### src/rtl/multicycle_control.sv
// rtl/multicycle_control.sv - multicycle RV32 control FSM: FETCH/DECODE/EXEC/MEM/WB with ready handshakes.
// Optional memory-wait timeout is enabled by defining MC_TIMEOUT_EN.
module multicycle_control #(
    parameter int TIMEOUT_CYCLES = 255
) (
    input  logic       i_clk,
    input  logic       i_rst,
    input  logic [6:0] i_OPCode,
    input  logic       i_imem_ready,
    input  logic       i_dmem_ready,
    output logic       o_imem_req,
    output logic       o_dmem_req,
    output logic       o_IRWrite,
    output logic       o_PCWrite,
    output logic       o_Branch,
    output logic       o_MemRead,
    output logic       o_MemWrite,
    output logic       o_MemToReg,
    output logic       o_ALUSrc1,
    output logic       o_ALUSrc2,
    output logic [2:0] o_ALUOp,
    output logic       o_RegWrite,
    output logic       o_retire,
    output logic       o_illegal,
    output logic       o_bus_error,
    output logic [2:0] o_state
);

    typedef enum logic [2:0] {
        S_FETCH  = 3'd0,
        S_DECODE = 3'd1,
        S_EXEC   = 3'd2,
        S_MEM    = 3'd3,
        S_WB     = 3'd4
    } state_t;

    localparam logic [6:0] OP_R      = 7'b0110011;
    localparam logic [6:0] OP_I      = 7'b0010011;
    localparam logic [6:0] OP_LOAD   = 7'b0000011;
    localparam logic [6:0] OP_STORE  = 7'b0100011;
    localparam logic [6:0] OP_BRANCH = 7'b1100011;
    localparam logic [6:0] OP_LUI    = 7'b0110111;
    localparam logic [6:0] OP_AUIPC  = 7'b0010111;

    if (TIMEOUT_CYCLES < 1 || TIMEOUT_CYCLES > 255) begin : g_bad_timeout
        $error("TIMEOUT_CYCLES must be within 1..255");
    end

    state_t     state;
    logic [6:0] opcode_q;
    logic       timeout;

    function automatic logic op_supported(input logic [6:0] op);
        case (op)
            OP_R, OP_I, OP_LOAD, OP_STORE, OP_BRANCH, OP_LUI, OP_AUIPC: return 1'b1;
            default: return 1'b0;
        endcase
    endfunction

    function automatic logic [2:0] alu_class(input logic [6:0] op);
        case (op)
            OP_R:             return 3'b010;
            OP_I:             return 3'b011;
            OP_BRANCH:        return 3'b001;
            OP_LUI, OP_AUIPC: return 3'b100;
            default:          return 3'b000;
        endcase
    endfunction

    logic is_load, is_store, is_branch, is_mem, uses_imm;
    assign is_load   = (opcode_q == OP_LOAD);
    assign is_store  = (opcode_q == OP_STORE);
    assign is_branch = (opcode_q == OP_BRANCH);
    assign is_mem    = is_load | is_store;
    assign uses_imm  = is_mem | (opcode_q == OP_I);

`ifdef MC_TIMEOUT_EN
    localparam logic [7:0] TIMEOUT_LIMIT = TIMEOUT_CYCLES[7:0];
    logic [7:0] wait_cnt;
    logic       waiting;

    assign waiting = ((state == S_FETCH) && !i_imem_ready) ||
                     ((state == S_MEM) && !i_dmem_ready);
    assign timeout = waiting && (wait_cnt == TIMEOUT_LIMIT);

    // Cleared whenever not waiting, so every entry into FETCH or MEM starts at zero.
    always_ff @(posedge i_clk or posedge i_rst) begin
        if (i_rst) begin
            wait_cnt <= 8'd0;
        end else if (waiting && !timeout) begin
            wait_cnt <= wait_cnt + 8'd1;
        end else begin
            wait_cnt <= 8'd0;
        end
    end
`else
    assign timeout = 1'b0;
`endif

    always_ff @(posedge i_clk or posedge i_rst) begin
        if (i_rst) begin
            state    <= S_FETCH;
            opcode_q <= 7'd0;
        end else begin
            case (state)
                S_FETCH: begin
                    if (i_imem_ready) begin
                        state <= S_DECODE;
                    end
                end
                S_DECODE: begin
                    opcode_q <= i_OPCode;
                    state    <= op_supported(i_OPCode) ? S_EXEC : S_FETCH;
                end
                S_EXEC: begin
                    if (is_branch) begin
                        state <= S_FETCH;
                    end else if (is_mem) begin
                        state <= S_MEM;
                    end else begin
                        state <= S_WB;
                    end
                end
                S_MEM: begin
                    if (i_dmem_ready) begin
                        state <= is_load ? S_WB : S_FETCH;
                    end else if (timeout) begin
                        state <= S_FETCH;
                    end
                end
                default: state <= S_FETCH;
            endcase
        end
    end

    // Strobes follow the ready inputs within the cycle, and reset forces them low asynchronously.
    always_comb begin
        o_imem_req  = 1'b0;
        o_dmem_req  = 1'b0;
        o_IRWrite   = 1'b0;
        o_PCWrite   = 1'b0;
        o_Branch    = 1'b0;
        o_MemRead   = 1'b0;
        o_MemWrite  = 1'b0;
        o_MemToReg  = 1'b0;
        o_ALUSrc1   = 1'b0;
        o_ALUSrc2   = 1'b0;
        o_ALUOp     = 3'b000;
        o_RegWrite  = 1'b0;
        o_retire    = 1'b0;
        o_illegal   = 1'b0;
        o_bus_error = 1'b0;
        o_state     = state;
        if (!i_rst) begin
            case (state)
                S_FETCH: begin
                    o_imem_req  = !timeout;
                    o_IRWrite   = i_imem_ready;
                    o_PCWrite   = i_imem_ready;
                    o_bus_error = timeout;
                end
                S_DECODE: begin
                    if (!op_supported(i_OPCode)) begin
                        o_illegal = 1'b1;
                        o_retire  = 1'b1;
                    end
                end
                S_EXEC: begin
                    o_ALUOp   = alu_class(opcode_q);
                    o_ALUSrc2 = uses_imm;
                    o_ALUSrc1 = (opcode_q == OP_AUIPC);
                    o_Branch  = is_branch;
                    o_retire  = is_branch;
                end
                S_MEM: begin
                    // A timed-out access drops every request and strobe; only the error flag remains.
                    if (timeout) begin
                        o_bus_error = 1'b1;
                    end else begin
                        o_dmem_req = 1'b1;
                        o_MemRead  = is_load;
                        o_MemWrite = is_store;
                        o_ALUOp    = alu_class(opcode_q);
                        o_ALUSrc2  = uses_imm;
                        o_retire   = i_dmem_ready && is_store;
                    end
                end
                S_WB: begin
                    o_RegWrite = 1'b1;
                    o_MemToReg = is_load;
                    o_retire   = 1'b1;
                end
                default: ;
            endcase
        end
    end

endmodule

### config.mk
export PLATFORM = sky130hd
export DESIGN_NAME = multicycle_control
export DESIGN_NICKNAME = d
export VERILOG_FILES = /design/src/rtl/multicycle_control.sv
export SDC_FILE = /design/constraint.sdc
export NUM_CORES = 1
export LEC_CHECK = 0
export ABC_AREA = 1
export BUFFER_PORTS_ARGS = -buffer_cell sky130_fd_sc_hd__buf_4
export CORE_AREA = 3 3 54 56
export CTS_BUF_LIST = sky130_fd_sc_hd__clkbuf_8 sky130_fd_sc_hd__clkbuf_16
export DETAILED_ROUTE_END_ITERATION = 16
export DIE_AREA = 0 0 57 59
export GPL_TIMING_DRIVEN = 0
export SETUP_SLACK_MARGIN = 0.15
export SYNTH_ARGS = -nofsm -noshare
export SYNTH_HDL_FRONTEND = slang
export SYNTH_SLANG_ARGS = --single-unit
### constraint.sdc
create_clock -name i_clk -period 3.44 [get_ports i_clk]
set_input_delay 0.344 -clock i_clk [delete_from_list [all_inputs] [get_ports i_clk]]
set_output_delay 0.344 -clock i_clk [all_outputs]
set_load 0.005 [all_outputs]
==> results of run 1 <==
==> registers in the layout, indices dropped and copies added, names as in the netlist <==
signal	flops
o_state	3
opcode_q	7
==> critical path, cell delays in order (launching register included) <==
cell and delay, ns:
dfrtp_1 0.46, nor2_1 0.17, nand2_1 0.13, nor3b_1 0.30, buf_4 0.16, buf_4 0.09
==> where the power goes <==
part           internal [mW]  leakage, nW  switching (mW)
combinational          0.115        0.372           0.168
sequential             0.166        0.126          0.0406
clock                  0.100       0.0288          0.0443
total                  0.382        0.527           0.253
==> metal layers <==
layer	global-route usage, %	vias to the layer above	wire length, um
met5	0	-	0
met4	3.97	0	23
met3	3.70	4	158
met2	17.8	27	754
met1	14.3	330	837
li1	-	396	-
==> synthesized netlist by cell type <==
cell,number
buf_1,1
a21oi_1,1
nand3_1,7
nand4_1,2
nor2_1,15
o21ai_0,7
or2_4,1
inv_2,3
dfrtp_1,10
and2_4,1
conb_1,1
buf_4,2
o21ai_2,2
nor3_1,5
nand3_2,2
o211ai_1,2
buf_6,1
nand2_2,1
nor3_4,1
inv_1,10
nor3b_1,1
nand2_1,26
nor2_4,2
==> kinds of logic (layout without fill, tap and decap cells) <==
group,after synthesis,count (layout),share of synthesized area (%)
compound gates,12,12,10.1
buf+inv,17,50,10.9
flops,10,10,34.7
other cells,1,1,0.519
simple gates,64,64,43.8
==> layout make-up <==
cell class              count  area [sq um]
repair buffers             29           218
plain buffers               4          30.0
well taps                  30          37.5
fillers                   248          1450
multi-input cells          77           393
flip-flops and latches     10           250
clock buffers               4          55.1
inverters                  13          48.8
==> final timing paths <==
kind | startpoint | to | slack, ns | depth (start not counted)
hold reg to reg | opcode_q[1] | opcode_q[1] | 0.50 | 2
min in group i_clk | i_OPCode[0] | opcode_q[0] | 0.32 | 3
hold / removal | i_rst | opcode_q[2] | 0.12 | 2
setup reg to reg | o_state[0] | opcode_q[6] | 2.25 | 5
max in group asynchronous | i_rst | opcode_q[1] | 3.04 | 2
setup / recovery | o_state[0] | o_PCWrite | 1.55 | 5
==> through the flow <==
stage	util, %	hold WS (ns)
floorplan	-	0.192
CTS	41.7	0.131
global route	41.7	0.155
global placement	39.4	0.374
detailed placement	39.4	0.385
finish	41.7	0.123
==> summary.txt, run 1 <==
Run status
  – Status: completed

Synth
  – Sequential-to-total area share from yosys stat: 34.7%
  – Syn nets: 115
  – Cell variety after synth: 23
  – Syn_area_per_cell: just under 7 sq um
  – Post-synthesis instance total: 104
  – Synthesized cell area: just over 700 sq um
  – Top cells by area, synth: dfrtp_1, nand2_1, nor2_1
  – Synth Register Bits: 10
  – Yosys top cell by area: dfrtp_1
  – Post-synth top area share: approximately 35%
  – Yosys warns: 0

Critical path
  – Worst path arrival time: 1.54 ns
  – CP required: 3.10 ns
  – Crit path max fanout: 5
  – Worst Setup Start Kind: flop
  – Kind of critical path: flop to output pin
  – Crit. End Element: output pin

Place
  – DP HPWL: about 1.5 mm
  – Dpl ws: around 1.8 ns
  – Placer congestion estimate: 0.771
  – Placed cell count: about 160
  – # port buffers: 29
  – Dpl cell area: 977 sq um

Global routing
  – Initial antenna violation count: 0
  – First-pass GRT wire length: 2.91 mm
  – Total track usage: 11.2%
  – Grt ovf: 0
  – Largest net degree at the start of global routing: 12
  – Vias in the first global route: 678

Routing
  – DR iter-0 viols: 13
  – Number of detailed-route iterations in the first pass: 4
  – Total number of vias: 757
  – DR DRC count: 0
  – Final ANT Viol Nets: 0
  – Final WL: around 1.8 mm
  – Via/cell ratio: approximately 4.5
  – Drt wl/cell: approximately 11 um

Final layout
  – # diodes: 0
  – Layout cells sized above 1: 35.8%
  – Finished Layout Cells: roughly 170
  – Most frequent cells in the layout: buf_4, nand2_1, nor2_1, inv_1, dfrtp_1
  – Final net count: 149
  – Area delta synth->final: 43.0%
  – Commonest non-fill, non-tap cell in the layout: buf_4
  – Cell area after layout: 1030 sq um

Power
  – PnR Total Power: ~0.63 mW
  – Worst IR Drop VDD: 0.285 mV
  – Power per cell area: 615 nW/um^2
  – Lkg Pwr: 0.527 nW

CTS
  – CTS tree: yes
  – TritonCTS buffer count: 3
  – CTS HTree Levels: 1
  – CTS clock-pin slew for the worst setup and hold paths: 0.05 ns
  – Clock Latency Late Sink: 0.23 ns
  – Clock Tree Root: clkbuf_8
  – Post CTS Setup Buffer Count: 0
  – Clock sink count: 10
  – Maximum number of buffers from clock root to sink: 2
  – # resized after CTS: 0
  – Hold bufs inserted after CTS: 0

Floorplan
  – Floorplan row count: 18
  – Full die area: around 3400 sq um
  – Die H: between 50 and 60 um
  – Die Width: 57 um
  – I/O Pins: 31
  – Area of the core: 2480 sq um
  – Initial core utilization: 29.1%

Timing
  – Period utilization: 54.8%
  – Setup slack after layout: 1.55 ns
  – Min Tclk post-route: 1.89 ns
  – Slew Viols, Final: 0
  – Final Hold Fails: 0
  – Setup TNS: 0 ns
  – Fmax: 0.530 GHz
  – Clk_skew: about 0.0011 ns
  – Final setup violation count: 0
  – Unrepaired setup endpoints after global routing: no

Run
  – Maxcap violations: 0

Hold path
  – Hold crit path type: input port to asynchronous set/reset pin
No activity file was read; power rests on OpenSTA's default activity.
==> inputs of run 2 (changes only) <==
==> constraint.sdc (replaced) <==
create_clock -name i_clk -period 1.5 [get_ports i_clk]
set_input_delay 0.15 -clock i_clk [delete_from_list [all_inputs] [get_ports i_clk]]
set_output_delay 0.15 -clock i_clk [all_outputs]
set_load 0.005 [all_outputs]
==> run 2 against run 1 <==
The run now ends with setup timing left; setup slack worse by 1.6 ns; utilization up 9.6 points; largest power group unchanged; hold slack better by 0.0010 ns; first-iteration DRC count down 31%; die area unchanged.
==> summary.txt, run 2 (synthesis results as in run 1) <==
Run status
  – Status: complete, but fails checks
  – Failing checks: setup timing

Routing
  – Via/cell ratio: 4.59
  – Final WL: roughly 2.1 mm
  – DR iter-0 viols: 9
  – Final ANT Viol Nets: 0
  – Number of detailed-route iterations in the first pass: 5
  – Total number of vias: approximately 840
  – DR DRC count: 0
  – Drt wl/cell: 11.8 um

Critical path
  – Setup crit start: opcode_q[2]
  – Worst Setup Start Kind: flop
  – CP required: 1.35 ns
  – Worst-case reg-to-reg path depth: 7
  – Kind of critical path: flop to output pin
  – Critical Path Sink: o_ALUOp[0]
  – R2R Path End: o_state[0]
  – RR Startpoint: opcode_q[2]
  – Crit. End Element: output pin
  – R2R Setup Slk: 0.24 ns
  – Worst path arrival time: 1.40 ns
  – Crit path max fanout: 8

Place
  – DP HPWL: 1.50 mm
  – # port buffers: 29
  – Dpl ws: 0.0619 ns
  – Placer congestion estimate: between 0.7 and 0.8
  – Placed cell count: 163

CTS
  – Clock Tree Root: clkbuf_8
  – TritonCTS buffer count: 3
  – CTS HTree Levels: 1
  – CTS clock-pin slew for the worst setup and hold paths: 0.05 ns
  – Clock Latency Late Sink: approximately 0.23 ns
  – CTS tree: yes
  – Clock sink count: 10
  – Maximum number of buffers from clock root to sink: 2

Final layout
  – Commonest non-fill, non-tap cell in the layout: buf_4
  – Biggest register: opcode_q
  – Fill cells: 237
  – Most frequent cells in the layout: buf_4, nand2_1, nor2_1, inv_2, dfrtp_1
  – Utilization after layout: 51.3%
  – Max reg flops: 7
  – Area delta synth->final: 76.1%
  – Final net count: 164
  – Layout cells sized above 1: between 50% and 60%
  – # diodes: 0
  – Finished Layout Cells: 182

Hold path
  – Hold crit path type: input port to flop

Global routing
  – Largest net degree at the start of global routing: 11
  – Total track usage: between 10% and 20%
  – Vias in the first global route: 752
  – Initial antenna violation count: 0
  – Grt ovf: 0
  – First-pass GRT wire length: 3.15 mm

Floorplan
  – Die Width: 57 um
  – Initial core utilization: between 20% and 30%
  – Area of the core: 2480 sq um
  – Full die area: 3360 sq um
  – Die H: 59 um
  – I/O Pins: 31
  – Floorplan row count: 18

Timing
  – Setup slack after layout: -0.0524 ns
  – Period utilization: 103%
  – Clk_skew: 0.00344 ns
  – Fmax: between 0.6 and 0.7 GHz
  – Final setup violation count: 6
  – Slew Viols, Final: 0
  – Final Hold Fails: 0
  – Min Tclk post-route: roughly 1.6 ns
  – Unrepaired setup endpoints after global routing: yes
  – Setup TNS: -0.168 ns

Power
  – Power per cell area: 1430 nW/um^2
  – Lkg Pwr: 0.609 nW
  – Worst IR Drop VDD: 0.829 mV

Run
  – Maxcap violations: 0
-- run 2: cell count changes in the layout (fill, tap and decap cells not counted), moves of 3 or more --
cell	before	now
nand2_1	26	22
nand3_2	2	5
buf_6	1	6
buf_4	31	40
nor2_2	0	4
nand3_1	7	3
nor2_1	15	9
inv_1	10	5
inv_2	3	8
nor3_2	0	5
nor3_1	5	0
-- run 2: final cells by class --
type                       instances  area, sq um  share of cell area (%)
clock buffer                       4         55.1                    4.33
multi-input combinational         77          495                    39.0
buffer                             4         30.0                    2.36
timing repair buffer              44          352                    27.7
sequential                        10          253                    19.9
inverter                          13         48.8                    3.84
tap                               30         37.5                    2.95
-- run 2: timing repair --
item	in CTS	in global routing
hold endpoints to repair	10	0
pin swaps	9	17
hold buffers	1	0
resized for setup	20	18
setup buffers	7	7
endpoints found under the setup margin	15	15
-- run 2: routing by layer --
| metal | vias up | global-route usage, % | share of wire (%) |
|---|---|---|---|
| met5 | - | 0 | 0 |
| met4 | 0 | 3.97 | 1.1 |
| met3 | 4 | 3.92 | 8.2 |
| met2 | 31 | 20.4 | 50 |
| met1 | 375 | 14.4 | 41 |
| li1 | 425 | - | - |
-- run 2: worst min-delay path by stage --
| stage | endpoint | cells past startpoint | slack [ns] | start |
|---|---|---|---|---|
| 3_3_place_gp | o_state[0] | 2 | 0.18 | i_rst |
| 6_report | opcode_q[0] | 3 | 0.12 | i_OPCode[0] |
| 3_5_place_dp | o_state[0] | 2 | 0.19 | i_rst |
| 2_1_floorplan | o_state[0] | 1 | -0.002 | i_rst |
| 4_1_cts | opcode_q[0] | 3 | 0.12 | i_OPCode[0] |
| 5_1_grt | opcode_q[3] | 3 | 0.14 | i_OPCode[3] |
-- run 2: metrics by stage --
step | area, sq um | hold slack [ns] | total power, mW
global route | 1270 | 0.143 | 1.94
CTS | 1150 | 0.117 | 1.65
floorplan | 722 | -0.00163 | 0.928
finish | 1270 | 0.124 | 1.81
global placement | 977 | 0.180 | 1.12
detailed placement | 977 | 0.191 | 1.13
-- run 2: worst max-delay path, stage by stage, from the launching register on --
cell	delay [ns]
dfrtp_1	0.39
inv_2	0.08
nand2_4	0.06
nor2_4	0.19
buf_6	0.13
buf_6	0.07
o211ai_1	0.07
inv_1	0.08
buf_6	0.09
-- run 2: power by group --
group          internal (mW)  switching [mW]  leakage, nW
Sequential             0.385           0.136        0.123
Combinational          0.452           0.509        0.458
Clock                  0.230           0.100       0.0288
